==> src/rtl/ipv4_pkg.sv <==
// ipv4_pkg: shared IPv4 header constants, framer states and a byte-order helper
package ipv4_pkg;
    localparam logic [7:0] IPV4_VER_IHL   = 8'h45;
    localparam int         IPV4_HDR_BYTES = 20;
    localparam logic [7:0] IP_PROTO_TCP   = 8'd6;
    localparam logic [7:0] IP_PROTO_UDP   = 8'd17;

    typedef enum logic [2:0] {ST_IDLE, ST_CSUM, ST_HDR, ST_PAY, ST_DROP} state_t;

    function automatic logic [15:0] bswap16(input logic [15:0] w);
        return {w[7:0], w[15:8]};
    endfunction
endpackage

==> src/rtl/ipv4_hdr_csum.sv <==
// ipv4_hdr_csum: combinational one's-complement checksum over ten header words
module ipv4_hdr_csum (
    input  logic [9:0][15:0] words,
    output logic [15:0]      csum
);
    logic [19:0] sum;
    logic [16:0] f1;
    logic [16:0] f2;

    always_comb begin
        sum = '0;
        for (int i = 0; i < 10; i++) sum = sum + {4'b0, words[4'(i)]};
        f1 = {1'b0, sum[15:0]} + {13'b0, sum[19:16]};
        f2 = {1'b0, f1[15:0]} + {16'b0, f1[16]};
        csum = ~f2[15:0];
    end
endmodule

==> src/rtl/ipv4_tx_framer.sv <==
// ipv4_tx_framer: prepends a 20-byte IPv4 header to an L4 payload stream
module ipv4_tx_framer
    import ipv4_pkg::*;
#(
    parameter int          DATA_BYTES  = 4,
    parameter logic [31:0] SRC_ADDR    = 32'h7f000001,
    parameter logic [7:0]  TTL         = 8'd64,
    parameter logic        DONT_FRAG   = 1'b0,
    parameter int          MAX_PAYLOAD = 1480
) (
    input  logic                    clk,
    input  logic                    rst,
    input  logic                    meta_valid,
    output logic                    meta_ready,
    input  logic [15:0]             meta_len,
    input  logic [7:0]              meta_proto,
    input  logic [31:0]             meta_dst,
    input  logic                    s_valid,
    output logic                    s_ready,
    input  logic [DATA_BYTES*8-1:0] s_data,
    input  logic                    s_last,
    output logic                    m_valid,
    input  logic                    m_ready,
    output logic [DATA_BYTES*8-1:0] m_data,
    output logic                    m_last,
    output logic [DATA_BYTES-1:0]   m_keep,
    output logic                    err_len,
    output logic                    err_oversize,
    output logic [15:0]             ident
);
    localparam int W         = DATA_BYTES * 8;
    localparam int HDR_BEATS = IPV4_HDR_BYTES / DATA_BYTES;
    localparam int BW        = $clog2(HDR_BEATS);
    localparam logic [BW-1:0] LAST_HDR = BW'(HDR_BEATS - 1);

    state_t          state_q, state_d;
    logic [15:0]     len_q, len_d;
    logic [7:0]      proto_q, proto_d;
    logic [31:0]     dst_q, dst_d;
    logic [15:0]     csum_q, csum_d;
    logic [15:0]     ident_q, ident_d;
    logic [BW-1:0]   beat_q, beat_d;
    logic [16:0]     pcnt_q, pcnt_d;
    logic            err_len_q, err_len_d;
    logic            err_ovs_q, err_ovs_d;

    logic [9:0][15:0]             words;
    logic [15:0]                  csum_calc;
    logic [HDR_BEATS-1:0][W-1:0]  hdr_beats;
    logic [16:0]                  exp_beats;
    logic [15:0]                  rem;
    logic [DATA_BYTES-1:0]        last_keep;

    ipv4_hdr_csum u_csum (
        .words (words),
        .csum  (csum_calc)
    );

    // Checksum word is zero while summing; the registered value is spliced in on the wire.
    always_comb begin
        words = {dst_q[15:0], dst_q[31:16], SRC_ADDR[15:0], SRC_ADDR[31:16], 16'h0000,
                 {TTL, proto_q}, {1'b0, DONT_FRAG, 14'b0}, ident_q,
                 len_q + 16'(IPV4_HDR_BYTES), {IPV4_VER_IHL, 8'h00}};
        hdr_beats = {bswap16(words[9]), bswap16(words[8]), bswap16(words[7]), bswap16(words[6]),
                     bswap16(csum_q), bswap16(words[4]), bswap16(words[3]), bswap16(words[2]),
                     bswap16(words[1]), bswap16(words[0])};
        exp_beats = ({1'b0, len_q} + 17'(DATA_BYTES - 1)) / 17'(DATA_BYTES);
        rem = len_q % 16'(DATA_BYTES);
        last_keep = (rem == 16'd0) ? '1 : DATA_BYTES'((32'd1 << rem) - 32'd1);
    end

    always_comb begin
        state_d    = state_q;
        len_d      = len_q;
        proto_d    = proto_q;
        dst_d      = dst_q;
        csum_d     = csum_q;
        ident_d    = ident_q;
        beat_d     = beat_q;
        pcnt_d     = pcnt_q;
        err_len_d  = 1'b0;
        err_ovs_d  = 1'b0;
        meta_ready = 1'b0;
        s_ready    = 1'b0;
        m_valid    = 1'b0;
        m_data     = hdr_beats[beat_q];
        m_last     = 1'b0;
        m_keep     = '1;
        case (state_q)
            ST_IDLE: begin
                meta_ready = 1'b1;
                if (meta_valid) begin
                    len_d     = meta_len;
                    proto_d   = meta_proto;
                    dst_d     = meta_dst;
                    beat_d    = '0;
                    pcnt_d    = '0;
                    err_ovs_d = meta_len > 16'(MAX_PAYLOAD);
                    state_d   = err_ovs_d ? ST_DROP : ST_CSUM;
                end
            end
            ST_CSUM: begin
                csum_d  = csum_calc;
                state_d = ST_HDR;
            end
            ST_HDR: begin
                m_valid = 1'b1;
                m_last  = (beat_q == LAST_HDR) && (len_q == 16'd0);
                if (m_ready) begin
                    beat_d = beat_q + 1'b1;
                    if (beat_q == LAST_HDR) begin
                        state_d = m_last ? ST_IDLE : ST_PAY;
                        ident_d = m_last ? ident_q + 16'd1 : ident_q;
                    end
                end
            end
            ST_PAY: begin
                m_valid = s_valid;
                s_ready = m_ready;
                m_data  = s_data;
                m_last  = s_last;
                m_keep  = s_last ? last_keep : '1;
                if (s_valid && m_ready) begin
                    pcnt_d = pcnt_q + 17'd1;
                    if (s_last) begin
                        state_d   = ST_IDLE;
                        ident_d   = ident_q + 16'd1;
                        err_len_d = pcnt_d != exp_beats;
                    end
                end
            end
            ST_DROP: begin
                s_ready = 1'b1;
                if (s_valid && s_last) state_d = ST_IDLE;
            end
            default: state_d = ST_IDLE;
        endcase
        if (rst) begin
            meta_ready = 1'b0;
            s_ready    = 1'b0;
            m_valid    = 1'b0;
        end
    end

    always_ff @(posedge clk) begin
        if (rst) begin
            state_q   <= ST_IDLE;
            len_q     <= '0;
            proto_q   <= '0;
            dst_q     <= '0;
            csum_q    <= '0;
            ident_q   <= '0;
            beat_q    <= '0;
            pcnt_q    <= '0;
            err_len_q <= 1'b0;
            err_ovs_q <= 1'b0;
        end else begin
            state_q   <= state_d;
            len_q     <= len_d;
            proto_q   <= proto_d;
            dst_q     <= dst_d;
            csum_q    <= csum_d;
            ident_q   <= ident_d;
            beat_q    <= beat_d;
            pcnt_q    <= pcnt_d;
            err_len_q <= err_len_d;
            err_ovs_q <= err_ovs_d;
        end
    end

    assign err_len      = err_len_q;
    assign err_oversize = err_ovs_q;
    assign ident        = ident_q;
endmodule
==> config.mk <==
export PLATFORM = sky130hd
export DESIGN_NAME = ipv4_tx_framer
export DESIGN_NICKNAME = d
export VERILOG_FILES = /design/src/rtl/ipv4_pkg.sv /design/src/rtl/ipv4_hdr_csum.sv /design/src/rtl/ipv4_tx_framer.sv
export SDC_FILE = /design/constraint.sdc
export NUM_CORES = 1
export LEC_CHECK = 0
export CORE_ASPECT_RATIO = 1.5
export CORE_UTILIZATION = 30
export DETAILED_ROUTE_END_ITERATION = 8
export DONT_BUFFER_PORTS = 1
export PLACE_DENSITY_LB_ADDON = 0.1
export SLEW_MARGIN = 20
export SYNTH_ARGS = -nofsm -noshare
export SYNTH_HDL_FRONTEND = slang
export SYNTH_SLANG_ARGS = --single-unit
==> constraint.sdc <==
create_clock -name clk -period 2.4 [get_ports clk]
set_clock_uncertainty 0.05 [all_clocks]
set_input_delay 0.48 -clock clk [delete_from_list [all_inputs] [get_ports clk]]
set_output_delay 0.48 -clock clk [all_outputs]
set_load 0.005 [all_outputs]
Word-level counts from Yosys, hierarchy flattened
Cells that the tools add are included.
Word-level totals
  logic and storage cells: 86
  flip-flop bits (word level): 97
  input bits: 94
  output and inout bits: 58
Cells by class
  bitwise operators: 5
  add/subtract/negate cells: 6
  eq/ne operators: 13
  mux-type cells: 34
  shift-type cells: 1
  order comparisons: 2
  reductions and logical operators: 16
Operators by type and width (count)
  binary-select mux 32 bit (select 3 bit): 1
  two-way mux 16 bit: 5
  two-way mux 32 bit: 2
  two-way mux 17 bit: 2
  case mux 17 bit (2 select lines): 1
  zero test 16 bit: 2
  case mux 16 bit (2 select lines): 1
  two-way mux 3 bit: 9
  adder 16 x 2 -> 17 bit, second input constant: 1
  adder 17 x 1 -> 17 bit, second input constant: 1
  != test 17 x 15 -> 1 bit: 1
  adder 16 x 1 -> 16 bit, second input constant: 1
  adder 16 x 5 -> 16 bit, second input constant: 1
  > comparator 16 x 11 -> 1 bit, second input constant: 1
  case mux 3 bit (5 select lines): 1
  != test 2 bit, second input constant: 7
  two-way mux 4 bit: 3
  AND reduction 6 bit: 2
  == test 3 x 2 -> 1 bit, second input constant: 2
  == test 3 bit, second input constant: 2
  case mux 1 bit (2 select lines): 3
  case mux 3 bit (2 select lines): 1
  AND reduction 3 bit: 2
  nonzero test 2 bit: 3
  13 further kinds: 22

Depth between registers and ports, before layout
  depth in word-level cells: 6
  depth in mapped cells: 13
  mapped depth without buffers: 9

By module
Synthesis repeated with hierarchy kept, for this count alone.
Unflattened totals
  cell total of the unflattened synthesis: 931
  area total of the unflattened synthesis: 6892.9 µm²
Modules (own cells, without submodules)
  ipv4_tx_framer: cells each 914, times used 1, area each 6769.0 µm², sequential area each 2262.2 µm²
  ipv4_hdr_csum: cells each 17, times used 1, area each 123.9 µm², sequential area each 0.0 µm²

Worst setup path before layout
No wires, ideal clock.
  path kind: register to register
  start: register beat_q[0]
  end: register ident_q[11], in the netlist ident[11]
  path slack: -0.181 ns
  data arrival time: 2.403 ns
  buffers on the path: 4
  period minus slack after synthesis: 2.581 ns
  setup time: 0.128 ns
  cell stages (with the launch flop): 14
  required time: 2.222 ns
  path through: dfxtp_1 -> clkbuf_1 -> inv_1 -> clkbuf_1 -> ha_1 -> and4bb_2 -> a41oi_1 -> and4bb_1 -> buf_4 -> and3_1 -> buf_4 -> and3_1 -> xnor2_1 -> nor2_1
On the way
  longest elaborated chain between the ends: 4
  elaborated cells on any way between the ends: 5
  those cells by class: eq/ne: 3; reduce/logical: 2
Ends and longest elaborated chain
  from (decl): line ipv4_tx_framer.sv:42  | logic [BW-1:0] beat_q, beat_d;
  from (signal assigned): line ipv4_tx_framer.sv:164  | beat_q <= beat_d;
  == test 3 bit *: line ipv4_tx_framer.sv:108, ipv4_tx_framer.sv:111
  logical AND 1 bit: line ipv4_tx_framer.sv:108  | m_last = (beat_q == LAST_HDR) && (len_q == 16'd0);
  != test 2 bit (no source line)
  AND reduction 6 bit (no source line) *
  to (signal assigned): line ipv4_tx_framer.sv:163  | ident_q <= ident_d;
  to (decl): line ipv4_tx_framer.sv:41  | logic [15:0] ident_q, ident_d;
Mark *: on every way between the ends. The rest lies on a longest branch, timed or not.
A chain may end at the register's enable or synchronous reset.

Worst setup path after layout
  start: register len_q[7]
  end: output port m_data[23]
On the way
  longest elaborated chain between the ends: 4
Ends and longest elaborated chain
  from (decl): line ipv4_tx_framer.sv:37  | logic [15:0] len_q, len_d;
  from (signal assigned): line ipv4_tx_framer.sv:159  | len_q <= len_d;
  adder 16 x 5 -> 16 bit: line ipv4_tx_framer.sv:63  | len_q + 16'(IPV4_HDR_BYTES), {IPV4_VER_IHL, 8'h00}};
  binary-select mux 32 bit (select 3 bit): line ipv4_tx_framer.sv:86  | m_data = hdr_beats[beat_q];
  two-way mux 32 bit (implied by the code): line ipv4_tx_framer.sv:86
  two-way mux 32 bit: line ipv4_tx_framer.sv:89  | case (state_q)
  to (decl): line ipv4_tx_framer.sv:24  | output logic [DATA_BYTES*8-1:0] m_data,
No other way between the ends. The select of a mux whose other input is x is not followed.

==> summary.md <==
| Metric | Value |
|---|---|
| Initial antenna violation count | `0` |
| Placeable core region | `19200 um^2` |
| Final Critical Period | `2.39 ns` |
| Number of detailed-route iterations in the first pass | `5` |
| Sum of net half-perimeters after detailed placement | `15500 um` |
| Number of antenna-violating nets in the routed design | `0` |
| EDFF count, synth | `0` |
| CTS tree | `built` |
| Per-cell via count in the routed design | `5.20` |
| DRC violation count after routing | `0` |
| Vertical die dimension | `173 um` |
| Yosys warning total | `0` |
| Routability congestion estimate from global placement | `a little under 0.9` |
| Width of the die | `116 um` |
| Share of the yosys chip area belonging to registers | `33.2%` |
| Congestion Overflow GR | `0` |
| Total count of max-transition violations in the final report | `0` |
| Maximum ir drop on the vdd rail | `0.381 mV` |
| Wire length of the first global-routing pass | `about 31000 um` |
| Layout cell share with drive strength beyond 1 | `around 15%` |
| Clock buffers created by TritonCTS | `9` |
| Worst hold path depth | `1` |
| Top FF cell, synth | `dfxtp_1` |
| CP cell instances | `nand4_1 > or2_4 > nor3_4 > xor2_1 > a21oi_2 > o21ai_2` |
| Leakage power of the design | `2.43 nW` |
| Highest Clock Rate | `418 MHz` |
| Largest fanout on the critical path | `4` |
| Number of buffer and inverter instances along the worst setup path | `0` |
| Final setup fails | `0` |
| Clock transition at the register clock pins on the worst setup and hold paths after CTS | `0.08 ns` |
| Outcome | `complete, no violations` |
| Via count of the first global-routing pass | `5444` |
| Placed insts | `approximately 1100` |
| Wire length per cell after detailed routing | `18.9 um` |
| Clock Root Buffer | `clkbuf_16` |
| Worst-case reg-to-reg path depth | `9` |
| Std cell rows | `62` |
| Post-layout power | `approximately 3.8 mW` |
| Count of routing violations after the opening detailed-route iteration | `a little under 300` |
| Source-to-sink clock delay at the later pin of the worst-skew pair | `0.36 ns` |
| Critical-path top delay cell | `dfxtp_4` |
| Maximum single-stage delay on the critical path | `0.36 ns` |
| Number of buffers between clock root and the deepest sink | `2` |
| Yosys cell types | `51` |
| Final std cells w/o fill | `1073` |
| Post-synthesis instance area | `5850 um^2` |
| Critical Path Source Type | `flip-flop` |
| Cell area after placement | `around 6200 um^2` |
| WP data required | `1.87 ns` |
| Mean post-synth cell area | `slightly above 7 um^2` |
| Clock sink total | `97` |
| Number of nets in the layout | `915` |
| Routed Wire Length | `a little over 20000 um` |
| Gr usage total | `20.6%` |
| Type of the worst setup path | `flip-flop to primary output` |
| Post-route standard cell area excluding fillers | `6730 um^2` |
| Final Hold Violating Endpoints | `0` |
| Maximum number of pins on one net before global-route repair | `101` |
| Flip-flop and latch count after synthesis | `97` |
| Post-synthesis cell count | `between 800 and 900` |
| Slew at the pin closest to its max-slew limit | `0.506 ns` |
| H-tree depth | `3` |
| Num ports | `152` |
| Setup repair after global routing missed its margin | `yes` |
| Power density relative to cell area | `569 nW/um^2` |
| Die area | `~20000 um^2` |
| Starting density of the core | `between 30% and 40%` |
| Fraction of registers with async set or reset after synthesis | `0%` |
| N_diodes | `0` |
| Type of the tightest min-delay check | `primary input to flip-flop` |
| Routed vias | `5575` |
| Max-slew headroom at the worst pin | `65.8%` |
| Net count of the mapped netlist | `927` |
| Arrival time of the worst setup path | `1.86 ns` |
| Total of hold buffers inserted after clock tree synthesis | `0` |
| Cell family with the largest share of critical-path delay | `simple AND/OR/NAND/NOR gates` |
| Final period utilization | `roughly 100%` |
| Endpoint class of the critical path | `primary output` |
| Aggregate negative setup slack | `0 ns` |
| Count of max-cap constraint violations | `0` |
| Stages on the worst setup path | `6` |
| Area added between synthesis and finish | `15.0%` |
| Port Buffer Count | `0` |
[through the flow]
| step | worst slack [ns] | util, % | hold WS [ns] |
|---|---|---|---|
| global route | -0.0579 | 35.1 | 0.124 |
| global placement | 0.0577 | 32.5 | 0.389 |
| detailed placement | 0.0429 | 32.5 | 0.390 |
| finish | 0.00656 | 35.1 | 0.142 |
| floorplan | 0.00470 | - | 0.382 |
| CTS | -0.0685 | 34.4 | 0.129 |
[path summary, 6_finish.rpt]
check                 from    endpoint  slack [ns]
hold reg to reg   dst_q[7]    dst_q[7]        0.40
setup reg to reg  len_q[2]   ident[11]        0.12
setup / recovery  len_q[7]  m_data[23]       0.007
hold / removal         rst  proto_q[2]        0.14
[final cells by class]
type / count / area, um^2
Fill cell: 2108 / 12400
Clock buffer: 9 / 225
Clock inverter: 7 / 70.1
Multi-Input combinational cell: 642 / 3670
Inverter: 8 / 30.0
Timing Repair Buffer: 54 / 454
Sequential cell: 97 / 1960
Tap cell: 256 / 320
[power by group]
part           leakage [nW]  total, mW  internal (mW)  switching (mW)
registers             0.794       1.77           1.70          0.0707
clock network         0.142       1.48          0.736           0.740
logic                  1.49      0.582          0.236           0.345
total                  2.43       3.83           2.67            1.16
[routing by layer]
layer  GRT usage (%)  part of all wire, %  vias to the layer above  wire length [um]
met3            3.68                  4.1                       26               822
li1                -                    -                     2768                 -
met4            6.41                  2.3                        0               473
met5               0                    0                        -                 0
met1            21.9                   37                     2648              7580
met2            39.8                   56                      133             11400
[worst reg2reg max path: stages (launching register included)]
cell	delay, ns
dfxtp_4	0.38
inv_1	0.11
ha_1	0.16
and4bb_2	0.28
a41oi_2	0.16
and4bb_1	0.39
and3_1	0.29
and3_1	0.20
xnor2_1	0.12
nor2_1	0.06
[registers in the layout (all words and copies together), names as in the netlist]
signal	cells
beat_q	3
dst_q	32
err_len	1
err_oversize	1
ident	16
len_q	16
pcnt_q	17
proto_q	8
state_q	3
[cell usage in the layout, fill, tap and decap left out, types with 9 or more instances in the layout]
master / instances
dfxtp_1: 90
a22oi_1: 11
nor2_1: 74
a31oi_1: 9
a21oi_1: 104
o21ai_0: 38
nand2_1: 178
xnor2_1: 33
clkbuf_16: 9
nand4_1: 14
xor2_1: 30
buf_4: 48
nand3_1: 21
and3_1: 10
nor3_1: 12
[cells by family after synthesis]
group / count (synthesis) / synth area share, %
DFF: 97 / 33.2
AOI/OAI and AO/OA: 191 / 17.7
xor gates and xnor gates: 65 / 9.73
and+or+nand+nor: 370 / 29.2
buffers and inverters: 85 / 7.19
other: 1 / 0.0641
muxes: 6 / 1.03
adders and majority gates: 9 / 1.93
[cells in the mapped netlist, types with 2 or more instances]
cell / count / area share [%]
mux2i_1: 6 / 1.0
nand4_1: 14 / 1.5
a21oi_1: 110 / 9.4
buf_1: 4 / 0.26
nor4_4: 2 / 0.73
o31ai_1: 3 / 0.38
xor2_1: 32 / 4.8
nor4_1: 8 / 0.86
and4_1: 3 / 0.45
nand2_1: 182 / 12
buf_2: 6 / 0.51
and2_1: 3 / 0.32
clkbuf_1: 44 / 2.8
ha_1: 9 / 1.9
and3_1: 10 / 1.1
nand3b_1: 4 / 0.51
nand2b_1: 3 / 0.32
dfxtp_1: 97 / 33
nor3_1: 16 / 1.4
a22oi_1: 11 / 1.4
inv_1: 8 / 0.51
a21boi_0: 2 / 0.26
a31oi_1: 9 / 0.96
xnor2_1: 33 / 4.9
or3_1: 8 / 0.86
o21ai_0: 47 / 4.0
buf_4: 21 / 2.7
buf_6: 2 / 0.38
or2_2: 2 / 0.21
nor3b_1: 3 / 0.38
nor2_1: 80 / 5.1
nand3_1: 21 / 1.8
o41ai_1: 2 / 0.30
and4bb_2: 2 / 0.43
[timing repair]
| item | in CTS | in global routing |
|---|---|---|
| resized for setup | 30 | 31 |
| setup buffers | 1 | 0 |
| pin swaps | 9 | 15 |
| endpoints found under the setup margin | 25 | 31 |
| gates cloned | 0 | 0 |
| endpoints found under the hold margin | 0 | 0 |
Power figures use the tool's default switching activity.
